### config.mk
export PLATFORM = sky130hd
export DESIGN_NAME = cater_sched_flat
export DESIGN_NICKNAME = d
export VERILOG_FILES = /design/src/rtl/cater_sched_if.sv /design/src/rtl/cater_sched.sv /design/src/flat_wrapper.sv
export SDC_FILE = /design/constraint.sdc
export NUM_CORES = 1
export LEC_CHECK = 0
export ABC_CLOCK_PERIOD_IN_PS = 3300
export BUFFER_PORTS_ARGS = -buffer_cell sky130_fd_sc_hd__buf_2
export CAP_MARGIN = 20
export CORE_ASPECT_RATIO = 1.25
export CORE_MARGIN = 2
export CORE_UTILIZATION = 48
export DETAILED_ROUTE_END_ITERATION = 7
export GPL_ROUTABILITY_DRIVEN = 0
export PLACE_DENSITY = 0.85
export SKIP_CTS_REPAIR_TIMING = 1
export SLEW_MARGIN = 20
export SYNTH_ARGS = -nofsm -noshare
export SYNTH_HDL_FRONTEND = slang
export SYNTH_SLANG_ARGS = --single-unit
### constraint.sdc
create_clock -name clk -period 3.3 [get_ports clk]
set_clock_uncertainty 0.2 [all_clocks]
set_input_delay 0.66 -clock clk [delete_from_list [all_inputs] [get_ports clk]]
set_output_delay 0.66 -clock clk [all_outputs]
set_load 0.02 [all_outputs]
### src/rtl/cater_sched_if.sv
// Client-side bus of the cater scheduler: request and response channels.
//
// Handshake rule for both channels: a transfer happens on a rising clock
// edge where valid and ready are both high. The producer holds valid and
// its payload stable until that edge. The consumer may raise or drop ready
// freely. Request side: the scheduler's req_ready is one-hot or zero.
interface cater_sched_if #(
  parameter int WIDTH = 8,
  parameter int NREQ  = 4,
  parameter int IDW   = 2
);
  logic [NREQ-1:0]       req_valid;
  logic [NREQ-1:0]       req_ready;
  logic [NREQ*WIDTH-1:0] req_x;
  logic [NREQ*WIDTH-1:0] req_y;
  logic [NREQ-1:0]       req_a;
  logic [NREQ-1:0]       req_b;
  logic                  rsp_valid;
  logic                  rsp_ready;
  logic [IDW-1:0]        rsp_id;
  logic [3:0]            rsp_cat;

  // Client side: issues requests and consumes responses.
  modport master (
    output req_valid, req_x, req_y, req_a, req_b, rsp_ready,
    input  req_ready, rsp_valid, rsp_id, rsp_cat
  );

  // Scheduler side.
  modport slave (
    input  req_valid, req_x, req_y, req_a, req_b, rsp_ready,
    output req_ready, rsp_valid, rsp_id, rsp_cat
  );
endinterface

### src/rtl/cater_sched.sv
// Round-robin scheduler that time-shares one combinational cater datapath
// among NREQ requesters. One transaction at a time: grant, hold operands
// for SETTLE cycles, capture the 4-bit result, return it with the ID.
module cater_sched #(
  parameter int WIDTH  = 8,
  parameter int NREQ   = 4,
  parameter int IDW    = 2,
  parameter int SETTLE = 1
) (
  input  logic             clk,
  input  logic             rst_n,
  cater_sched_if.slave     bus,
  output logic [WIDTH-1:0] dp_x,
  output logic [WIDTH-1:0] dp_y,
  output logic             dp_a,
  output logic             dp_b,
  input  logic [3:0]       dp_cat,
  output logic             busy,
  output logic [1:0]       dbg_state
);

  localparam logic [1:0] ST_IDLE   = 2'd0;
  localparam logic [1:0] ST_SETTLE = 2'd1;
  localparam logic [1:0] ST_RESP   = 2'd2;

  localparam logic [IDW-1:0] PTR_RST = IDW'(NREQ - 1);
  localparam logic [3:0]     CNT_LD  = 4'(SETTLE - 1);

  logic [1:0]       state_q, state_d;
  logic [IDW-1:0]   ptr_q, ptr_d;
  logic [3:0]       cnt_q, cnt_d;
  logic [WIDTH-1:0] dp_x_q, dp_x_d;
  logic [WIDTH-1:0] dp_y_q, dp_y_d;
  logic             dp_a_q, dp_a_d;
  logic             dp_b_q, dp_b_d;
  logic             rsp_valid_q, rsp_valid_d;
  logic [IDW-1:0]   rsp_id_q, rsp_id_d;
  logic [3:0]       rsp_cat_q, rsp_cat_d;

  logic             gnt_found;
  logic [IDW-1:0]   gnt_idx;
  logic [IDW-1:0]   cand;

  // Rotating priority search: first valid requester starting at ptr+1.
  always_comb begin
    gnt_found = 1'b0;
    gnt_idx   = '0;
    cand      = '0;
    for (int k = 1; k <= NREQ; k++) begin
      cand = IDW'((int'(ptr_q) + k) % NREQ);
      if (!gnt_found && bus.req_valid[cand]) begin
        gnt_found = 1'b1;
        gnt_idx   = cand;
      end
    end
  end

  // Accept is offered only while idle and out of reset; one-hot at winner.
  assign bus.req_ready = (rst_n && state_q == ST_IDLE && gnt_found) ?
                         (NREQ'(1) << gnt_idx) : '0;

  // Next-state logic for the transaction FSM and all held registers.
  always_comb begin
    state_d     = state_q;
    ptr_d       = ptr_q;
    cnt_d       = cnt_q;
    dp_x_d      = dp_x_q;
    dp_y_d      = dp_y_q;
    dp_a_d      = dp_a_q;
    dp_b_d      = dp_b_q;
    rsp_valid_d = rsp_valid_q;
    rsp_id_d    = rsp_id_q;
    rsp_cat_d   = rsp_cat_q;
    case (state_q)
      ST_IDLE: begin
        if (gnt_found) begin
          dp_x_d   = bus.req_x[gnt_idx*WIDTH +: WIDTH];
          dp_y_d   = bus.req_y[gnt_idx*WIDTH +: WIDTH];
          dp_a_d   = bus.req_a[gnt_idx];
          dp_b_d   = bus.req_b[gnt_idx];
          rsp_id_d = gnt_idx;
          ptr_d    = gnt_idx;
          cnt_d    = CNT_LD;
          state_d  = ST_SETTLE;
        end
      end
      ST_SETTLE: begin
        // Operands stay on the datapath; capture once the hold time expires.
        if (cnt_q == 4'd0) begin
          rsp_cat_d   = dp_cat;
          rsp_valid_d = 1'b1;
          state_d     = ST_RESP;
        end else begin
          cnt_d = cnt_q - 4'd1;
        end
      end
      ST_RESP: begin
        // Result held until the consumer takes it; no grants meanwhile.
        if (bus.rsp_ready) begin
          rsp_valid_d = 1'b0;
          state_d     = ST_IDLE;
        end
      end
      default: begin
        state_d = ST_IDLE;
      end
    endcase
  end

  // State registers; reset discards any transaction in flight.
  always_ff @(posedge clk or negedge rst_n) begin
    if (!rst_n) begin
      state_q     <= ST_IDLE;
      ptr_q       <= PTR_RST;
      cnt_q       <= 4'd0;
      dp_x_q      <= '0;
      dp_y_q      <= '0;
      dp_a_q      <= 1'b0;
      dp_b_q      <= 1'b0;
      rsp_valid_q <= 1'b0;
      rsp_id_q    <= '0;
      rsp_cat_q   <= 4'd0;
    end else begin
      state_q     <= state_d;
      ptr_q       <= ptr_d;
      cnt_q       <= cnt_d;
      dp_x_q      <= dp_x_d;
      dp_y_q      <= dp_y_d;
      dp_a_q      <= dp_a_d;
      dp_b_q      <= dp_b_d;
      rsp_valid_q <= rsp_valid_d;
      rsp_id_q    <= rsp_id_d;
      rsp_cat_q   <= rsp_cat_d;
    end
  end

  assign dp_x          = dp_x_q;
  assign dp_y          = dp_y_q;
  assign dp_a          = dp_a_q;
  assign dp_b          = dp_b_q;
  assign bus.rsp_valid = rsp_valid_q;
  assign bus.rsp_id    = rsp_id_q;
  assign bus.rsp_cat   = rsp_cat_q;
  assign busy          = (state_q != ST_IDLE);
  assign dbg_state     = state_q;

endmodule

### src/flat_wrapper.sv
// flat-port wrapper written by rule: the top's interface ports become plain ports
module cater_sched_flat 
#(
  parameter int WIDTH  = 8,
  parameter int NREQ   = 4,
  parameter int IDW    = 2,
  parameter int SETTLE = 1
)
  (clk, rst_n, dp_x, dp_y, dp_a, dp_b, dp_cat, busy, dbg_state, bus_req_valid, bus_req_x, bus_req_y, bus_req_a, bus_req_b, bus_rsp_ready, bus_req_ready, bus_rsp_valid, bus_rsp_id, bus_rsp_cat);
  cater_sched_if #(.WIDTH(WIDTH), .NREQ(NREQ), .IDW(IDW)) bus_i ();
  input  logic clk;
  input  logic rst_n;
  output logic [WIDTH-1:0] dp_x;
  output logic [WIDTH-1:0] dp_y;
  output logic dp_a;
  output logic dp_b;
  input  logic [3:0] dp_cat;
  output logic busy;
  output logic [1:0] dbg_state;
  input wire logic [$bits(bus_i.req_valid)-1:0] bus_req_valid;
  input wire logic [$bits(bus_i.req_x)-1:0] bus_req_x;
  input wire logic [$bits(bus_i.req_y)-1:0] bus_req_y;
  input wire logic [$bits(bus_i.req_a)-1:0] bus_req_a;
  input wire logic [$bits(bus_i.req_b)-1:0] bus_req_b;
  input wire logic [$bits(bus_i.rsp_ready)-1:0] bus_rsp_ready;
  output wire logic [$bits(bus_i.req_ready)-1:0] bus_req_ready;
  output wire logic [$bits(bus_i.rsp_valid)-1:0] bus_rsp_valid;
  output wire logic [$bits(bus_i.rsp_id)-1:0] bus_rsp_id;
  output wire logic [$bits(bus_i.rsp_cat)-1:0] bus_rsp_cat;
  assign bus_i.req_valid = bus_req_valid;
  assign bus_i.req_x = bus_req_x;
  assign bus_i.req_y = bus_req_y;
  assign bus_i.req_a = bus_req_a;
  assign bus_i.req_b = bus_req_b;
  assign bus_i.rsp_ready = bus_rsp_ready;
  assign bus_req_ready = bus_i.req_ready;
  assign bus_rsp_valid = bus_i.rsp_valid;
  assign bus_rsp_id = bus_i.rsp_id;
  assign bus_rsp_cat = bus_i.rsp_cat;
  cater_sched #(.WIDTH(WIDTH), .NREQ(NREQ), .IDW(IDW), .SETTLE(SETTLE)) u_core (.clk(clk), .rst_n(rst_n), .bus(bus_i), .dp_x(dp_x), .dp_y(dp_y), .dp_a(dp_a), .dp_b(dp_b), .dp_cat(dp_cat), .busy(busy), .dbg_state(dbg_state));
endmodule
==> results of run 1 <==
[kinds of logic after synthesis]
family	Yosys count
and+or+nand+nor	69
AOI/OAI and AO/OA	54
DFF	33
muxes	23
buffers and inverters	18
xor gates and xnor gates	1
adders and majority gates	1
[where the power goes]
part	internal [mW]	total [mW]	switching (mW)
registers	0.618	0.752	0.134
logic	0.614	1.55	0.940
clock network	0.146	0.286	0.140
[sequential cells by signal, indices dropped and copies added (netlist names)]
| register | cells |
|---|---|
| u_core.dp_b | 1 |
| u_core.bus.rsp_id | 2 |
| u_core.dp_y | 8 |
| u_core.cnt_q | 4 |
| u_core.dbg_state | 2 |
| u_core.bus.rsp_cat | 4 |
| u_core.ptr_q | 2 |
| u_core.dp_x | 8 |
| u_core.bus.rsp_valid | 1 |
| u_core.dp_a | 1 |
[worst max-delay path, cell delays in order (launching register included)]
cell and delay [ns]:
dfrtp_1 0.43, or2_1 0.30, nor2_4 0.55, nand2_1 0.13
or2_1 0.24, nor2_1 0.08, buf_2 0.17
[metrics by stage]
| step | total power [mW] | worst slack, ns | cells |
|---|---|---|---|
| global placement | 2.27 | 0.467 | 366 |
| global route | 2.78 | 0.0738 | 374 |
| finish | 2.59 | 0.256 | 374 |
| CTS | 2.61 | 0.258 | 374 |
| floorplan | 1.89 | 0.615 | 199 |
| detailed placement | 2.32 | 0.445 | 366 |
[metal layers]
metal	vias up	routed length, um	share of wire [%]
met5	-	0	0
met4	0	82	1.4
met3	6	264	4.6
met2	62	3050	53
met1	910	2310	40
li1	962	-	-
[cell usage in the layout, fill, tap and decap left out, types with 2 or more instances in the layout]
master	Yosys	routed
a211oi_1	10	10
a211oi_2	26	26
a21o_1	3	3
a21oi_1	7	6
buf_2	5	114
buf_4	4	8
clkbuf_8	0	5
clkinv_2	0	2
dfrtp_1	31	31
dfstp_2	2	2
inv_1	5	5
mux2_2	4	4
mux2i_1	19	19
nand2_1	3	3
nand2b_1	3	3
nor2_1	30	29
nor3b_1	19	19
nor4_2	2	2
o21ai_0	3	3
or2_1	3	3
[layout make-up]
class,count,share of cell area (%)
inverters,5,0.663
flip-flops and latches,33,29.3
well taps,58,2.57
repair buffers,122,22.3
clock inverters,2,0.354
multi-input cells,148,42.3
clock buffers,6,2.57
[worst max path at each step]
stage,startpoint,endpoint,slack [ns],cells after the start
final,u_core.dbg_state[1],bus_req_ready[2],0.26,6
after global routing,u_core.dbg_state[1],bus_req_ready[2],0.07,6
after CTS,u_core.dbg_state[1],bus_req_ready[2],0.26,6
after detailed placement,bus_req_valid[0],bus_req_ready[2],0.44,7
after global placement,bus_req_valid[0],bus_req_ready[2],0.47,7
after floorplan,bus_req_valid[0],bus_req_ready[2],0.61,5
==> results.md, run 1 <==
* Setup-failing EPs final at 0
* Share of the synthesized area in the top cell type at between 30% and 40%
* Startpoint Class: flip-flop
* Nets at around 400
* Simple-gate share of the synthesized area at 19.1%
* Syn_nets at between 200 and 300
* Setup TNS at 0 ns
* Layout Area Growth over Synthesis at 33.2%
* Pin count of the biggest net entering global routing at 34
* Top Ports at around 120
* Synth Area in Compound Gates at approximately a quarter
* EDFF count, synth at 0
* RSZ-0062 raised after global routing: no
* Worst skew pair latency at about 0.28 ns
* Post-layout util at approximately two thirds
* Global routing met2 resource utilization at around two fifths
* Filler cell count at slightly below 400
* Design area at between 0.002 and 0.003 sq mm
* Busiest layer in global routing: met2
* Grt total ovfl at 0
* Placed cell area at 0.00275 sq mm
* Max-slew headroom at 34.6%
* TritonCTS clock tree: done
* Antenna violations before repair at 0
* Final max-slew violation count at 0
* Reg-to-Reg Start: u_core.dbg_state[1]
* Hold Vio Cnt, Final at 0
* Mapped Cells at between 150 and 200
* Leak at 1.33 nW
* FFs w/ async S/R, synth at 100%
* Reg2Reg Depth at 5
* Flops & latches, synth at 33
* Count of unique library cells instantiated by Yosys at 35
* DRT Wirelength at 5710 um
* Data required, critical path at roughly 2.4 ns
* Hold Worst Slack at roughly 0.24 ns
* Post-DRT Antenna Nets at 0
* Worst hold path type: input port to async pin
* Total of max-cap violations at 0
* Diodes inserted at 0
* Drt pass-1 iters at 4
* # rows at 27
* Met1 Use GR at 31.2%
* Max VDD drop at between 0.4 and 0.5 mV
* Root buf cell: clkbuf_8
* Clock edge transition at the registers on the reported setup and hold paths at around 0.070 ns
* Leading area contributor after synthesis: dfrtp_1
* Die area at about 0.0050 sq mm
* Worst Path Class, Setup: flip-flop to output port
* GR Util All Layers at between 20% and 30%
* Die Width at around 63 um
* XOR/XNOR Fraction of Synth Area at 0.412%
* Global-route wire length before repair at between 9000 and 10000 um
* Post-layout min period at 3.04 ns
* Main combinational cell family by area after synthesis: compound AO/OA/AOI/OAI gates
* Core Region at 0.00432 sq mm
* Sequential fraction of the synthesis area at ~40%
* Synth warn at 0
* CP endpoint kind: output port
* Worst Tran Pin Value at just under 1 ns
* Area occupied by multi-input gates at ~0.0012 sq mm
* Top-count cell post-synth: dfrtp_1
* Num CTS Buffers at 5
* R2r setup slk at about 0.8 ns
* Synth Cell Area at 0.00212 sq mm
* Top post-synthesis cells by area: dfrtp_1, a211oi_2, mux2i_1
* Synth Area in Adders at less than 1%
* DR WL/cell at about 15 um
* M3 GR Usage at 3.72%
* Fin crit share at just over 90%
* Fmax achieved at 0.329 GHz
* Fraction of layout cells with a size suffix above 1 at between 50% and 60%
* Clock Tree Buf Depth at 2
* Port Buffers at between 100 and 150
* Post-synthesis mux area share at between 10% and 20%
* DRC violations left at 0
* FF/Latch Area at 828 sq um
* Max FO, Critical Path at 27
* Top_reg_cell synth: dfrtp_1
* Post-DP HPWL at 4360 um
* Vias in the first global route at between 1.5k and 2k
* Pwr Density at around 920 mW/mm^2
* RR Endpoint: u_core.dp_x[5]
* H-tree levels at 2
* TritonCTS Sinks at 33
* DR iter-0 viols at a little under 60
* Via density at 5.19
* Avg Inst Size Synth at around 11 sq um
* Vias at between 1.5k and 2k
* Initial core utilization at 49.1%
* WP data arrival at 2.18 ns
* Die height at around 78 um
* Status: completed
* Commonest cells post-synth: dfrtp_1, nor2_1, a211oi_2
Power figures use the tool's default switching activity.
==> inputs of run 2 (changes only) <==
--- a/config.mk
+++ b/config.mk
@@ -5,15 +5,15 @@
 export SDC_FILE = /design/constraint.sdc
 export NUM_CORES = 1
 export LEC_CHECK = 0
-export ABC_CLOCK_PERIOD_IN_PS = 3300
+export ABC_CLOCK_PERIOD_IN_PS = 3200
 export BUFFER_PORTS_ARGS = -buffer_cell sky130_fd_sc_hd__buf_2
 export CAP_MARGIN = 20
 export CORE_ASPECT_RATIO = 1.25
 export CORE_MARGIN = 2
-export CORE_UTILIZATION = 48
+export CORE_UTILIZATION = 45
 export DETAILED_ROUTE_END_ITERATION = 7
 export GPL_ROUTABILITY_DRIVEN = 0
-export PLACE_DENSITY = 0.85
+export PLACE_DENSITY = 0.81
 export SKIP_CTS_REPAIR_TIMING = 1
 export SLEW_MARGIN = 20
 export SYNTH_ARGS = -nofsm -noshare
==> constraint.sdc (replaced) <==
create_clock -name clk -period 3.2 [get_ports clk]
set_clock_uncertainty 0.2 [all_clocks]
set_input_delay 0.64 -clock clk [delete_from_list [all_inputs] [get_ports clk]]
set_output_delay 0.64 -clock clk [all_outputs]
set_load 0.02 [all_outputs]
==> run 2 against run 1 <==
Effect of this change: worst setup slack lost 0.034 ns; largest cell class unchanged; combinational power about the same; wire length grew 0.53%; die area rose by 6.3%; cell area is 0.53% lower; hold slack worse by 0.027 ns; non-clock buffer count down 2; count of clock-buffer cells in the layout did not move; critical path depth is the same; flip-flop and latch count unchanged.
==> results.md, run 2 (same netlist as run 1, synthesis figures left out) <==
* Status: completed
* Psw at 1.24 mW (+2.1%)
* Fraction of layout cells with a size suffix above 1 at 53.5% (-0.29 points)
* Worst Tran Pin Value at 0.980 ns (-0.000886 ns)
* Max VDD drop at 0.400 mV (-14%)
* GR Util All Layers at 22.7% (-1.2 points)
* Diodes inserted at 0 (unchanged)
* H-tree levels at 2 (unchanged)
* Setup-failing EPs final at 0 (unchanged)
* Layout Area Growth over Synthesis at 32.5%
* CP endpoint kind: output port
* Post-layout util at 63.1% (-2.3 points)
* P_int at 1.41 mW (+2.2%)
* Total of max-cap violations at 0 (unchanged)
* Dpl ws at 0.397 ns (-0.0473 ns)
* Most frequent cells in the layout: buf_2, dfrtp_1, nor2_1
* Fmax achieved at 0.336 GHz
* Max FO, Critical Path at 27 (unchanged)
* Root buf cell: clkbuf_8
* Post-layout min period at 2.98 ns
* Worst hold path type: input port to async pin
* Core Region at 0.00446 sq mm (+3.1%)
* Logic pwr share at 59.8% (-0.2 points)
* Antenna violations before repair at 0 (unchanged)
* Data required, critical path at 2.36 ns (-0.08 ns)
* Clock power share at 11.3% (+0.3 points)
* Worst Path Class, Setup: flip-flop to output port
* Pwr Density at 941 mW/mm^2 (+2.7%)
* # rows at 27 (unchanged)
* Post-DP HPWL at 4330 um (-0.62%)
* Top Ports at 115 (unchanged)
* Leak at 1.32 nW (-0.75%)
* Vias at 1922 (-0.93%)
* Vias in the first global route at 1910 (+0.84%)
* Sequential share of power at 28.9% (about the same)
* Clock edge transition at the registers on the reported setup and hold paths at 0.07 ns (about the same)
* Nets at 397 (-0.50%)
* Commonest non-fill, non-tap cell in the layout: buf_2
* Pin count of the biggest net entering global routing at 34 (unchanged)
* TritonCTS Sinks at 33 (unchanged)
* DRT Wirelength at 5740 um (+0.53%)
* WP data arrival at 2.14 ns (-0.04 ns)
* Placed cell area at 0.00273 sq mm (-0.55%)
* Hold Vio Cnt, Final at 0 (unchanged)
* Drt pass-1 iters at 4 (unchanged)
* Grt total ovfl at 0 (unchanged)
* Sw frac at 46.8% (about the same)
* Post-DRT Antenna Nets at 0 (unchanged)
* Fin cells at 372 (-0.53%)
* Port Buffers at 114 (unchanged)
* DR iter-0 viols at 63 (+8.6%)
* TritonCTS clock tree: done
* Initial core utilization at 47.6% (-1.5 points)
* Global-route wire length before repair at 9100 um (-2.2%)
* Via density at 5.17 (-0.40%)
* DR WL/cell at 15.4 um (+1.1%)
* Final max-slew violation count at 0 (unchanged)
* Placed instance count at 364 (-0.55%)
* Clock Tree Buf Depth at 2 (unchanged)
* Num CTS Buffers at 5 (unchanged)
* Die area at 0.00529 sq mm (+6.3%)
* Fin crit share at 93.1%
* DRC violations left at 0 (unchanged)
* Hold Worst Slack at 0.213 ns (-0.0270 ns)
* Die height at 80.8 um (+3.1%)
* Design area at 0.00281 sq mm (-0.53%)
* Worst skew pair latency at 0.28 ns (about the same)
* Total Power at 2.65 mW (+2.2%)
* Worst setup margin at 0.222 ns (-0.0339 ns)
* Die Width at 65.4 um (+3.1%)
* Startpoint Class: flip-flop
* Setup TNS at 0 ns (unchanged)
* Max-slew headroom at 34.7% (+0.059 points)
* RSZ-0062 raised after global routing: no
-- run 2: changes by cell type in the layout (fill, tap and decap cells not counted), sizes merged --
| cell | before | now |
|---|---|---|
| buf | 122 | 120 |
-- run 2: critical path, stage by stage, from the launching register on --
cell,delay (ns)
dfrtp_1,0.45
or2_1,0.29
nor2_4,0.53
nand2_1,0.10
or2_1,0.23
nor2_1,0.08
buf_2,0.16
-- run 2: cell type report --
type / instances / area (sq um)
clock inverters: 2 / 10.0
multi-input cells: 148 / 1200
clock buffers: 6 / 72.6
well taps: 58 / 72.6
fillers: 422 / 1650
inverters: 5 / 18.8
flip-flops and latches: 33 / 828
repair buffers: 120 / 616
-- run 2: path summary, 6_finish.rpt --
check | cells after the start | startpoint | slack (ns) | end
max reg2reg | 5 | u_core.dbg_state[0] | 0.72 | u_core.dp_x[6]
max in group asynchronous | 2 | rst_n | 2.26 | u_core.ptr_q[1]
min in group clk | 1 | u_core.bus.rsp_id[1] | 0.28 | u_core.bus.rsp_id[1]
min reg2reg | 1 | u_core.bus.rsp_id[1] | 0.28 | u_core.bus.rsp_id[1]
max | 6 | u_core.dbg_state[0] | 0.22 | bus_req_ready[2]
min | 2 | rst_n | 0.21 | u_core.cnt_q[3]
-- run 2: layer usage --
metal / up-vias / share of wire [%] / global-route usage [%]
li1: 958 / - / -
met5: - / 0 / 0
met3: 4 / 3.9 / 3.32
met1: 898 / 40 / 28.1
met4: 0 / 1.3 / 8.13
met2: 62 / 55 / 40.2
-- run 2: power by group through the flow --
| stage | registers [mW] | logic, mW | clock network (mW) |
|---|---|---|---|
| floorplan | 0.966 | 0.984 | 0 |
| global placement | 0.762 | 1.56 | 0 |
| detailed placement | 0.770 | 1.60 | 0 |
| CTS | 0.764 | 1.60 | 0.308 |
| global route | 0.795 | 1.73 | 0.327 |
| finish | 0.765 | 1.58 | 0.300 |
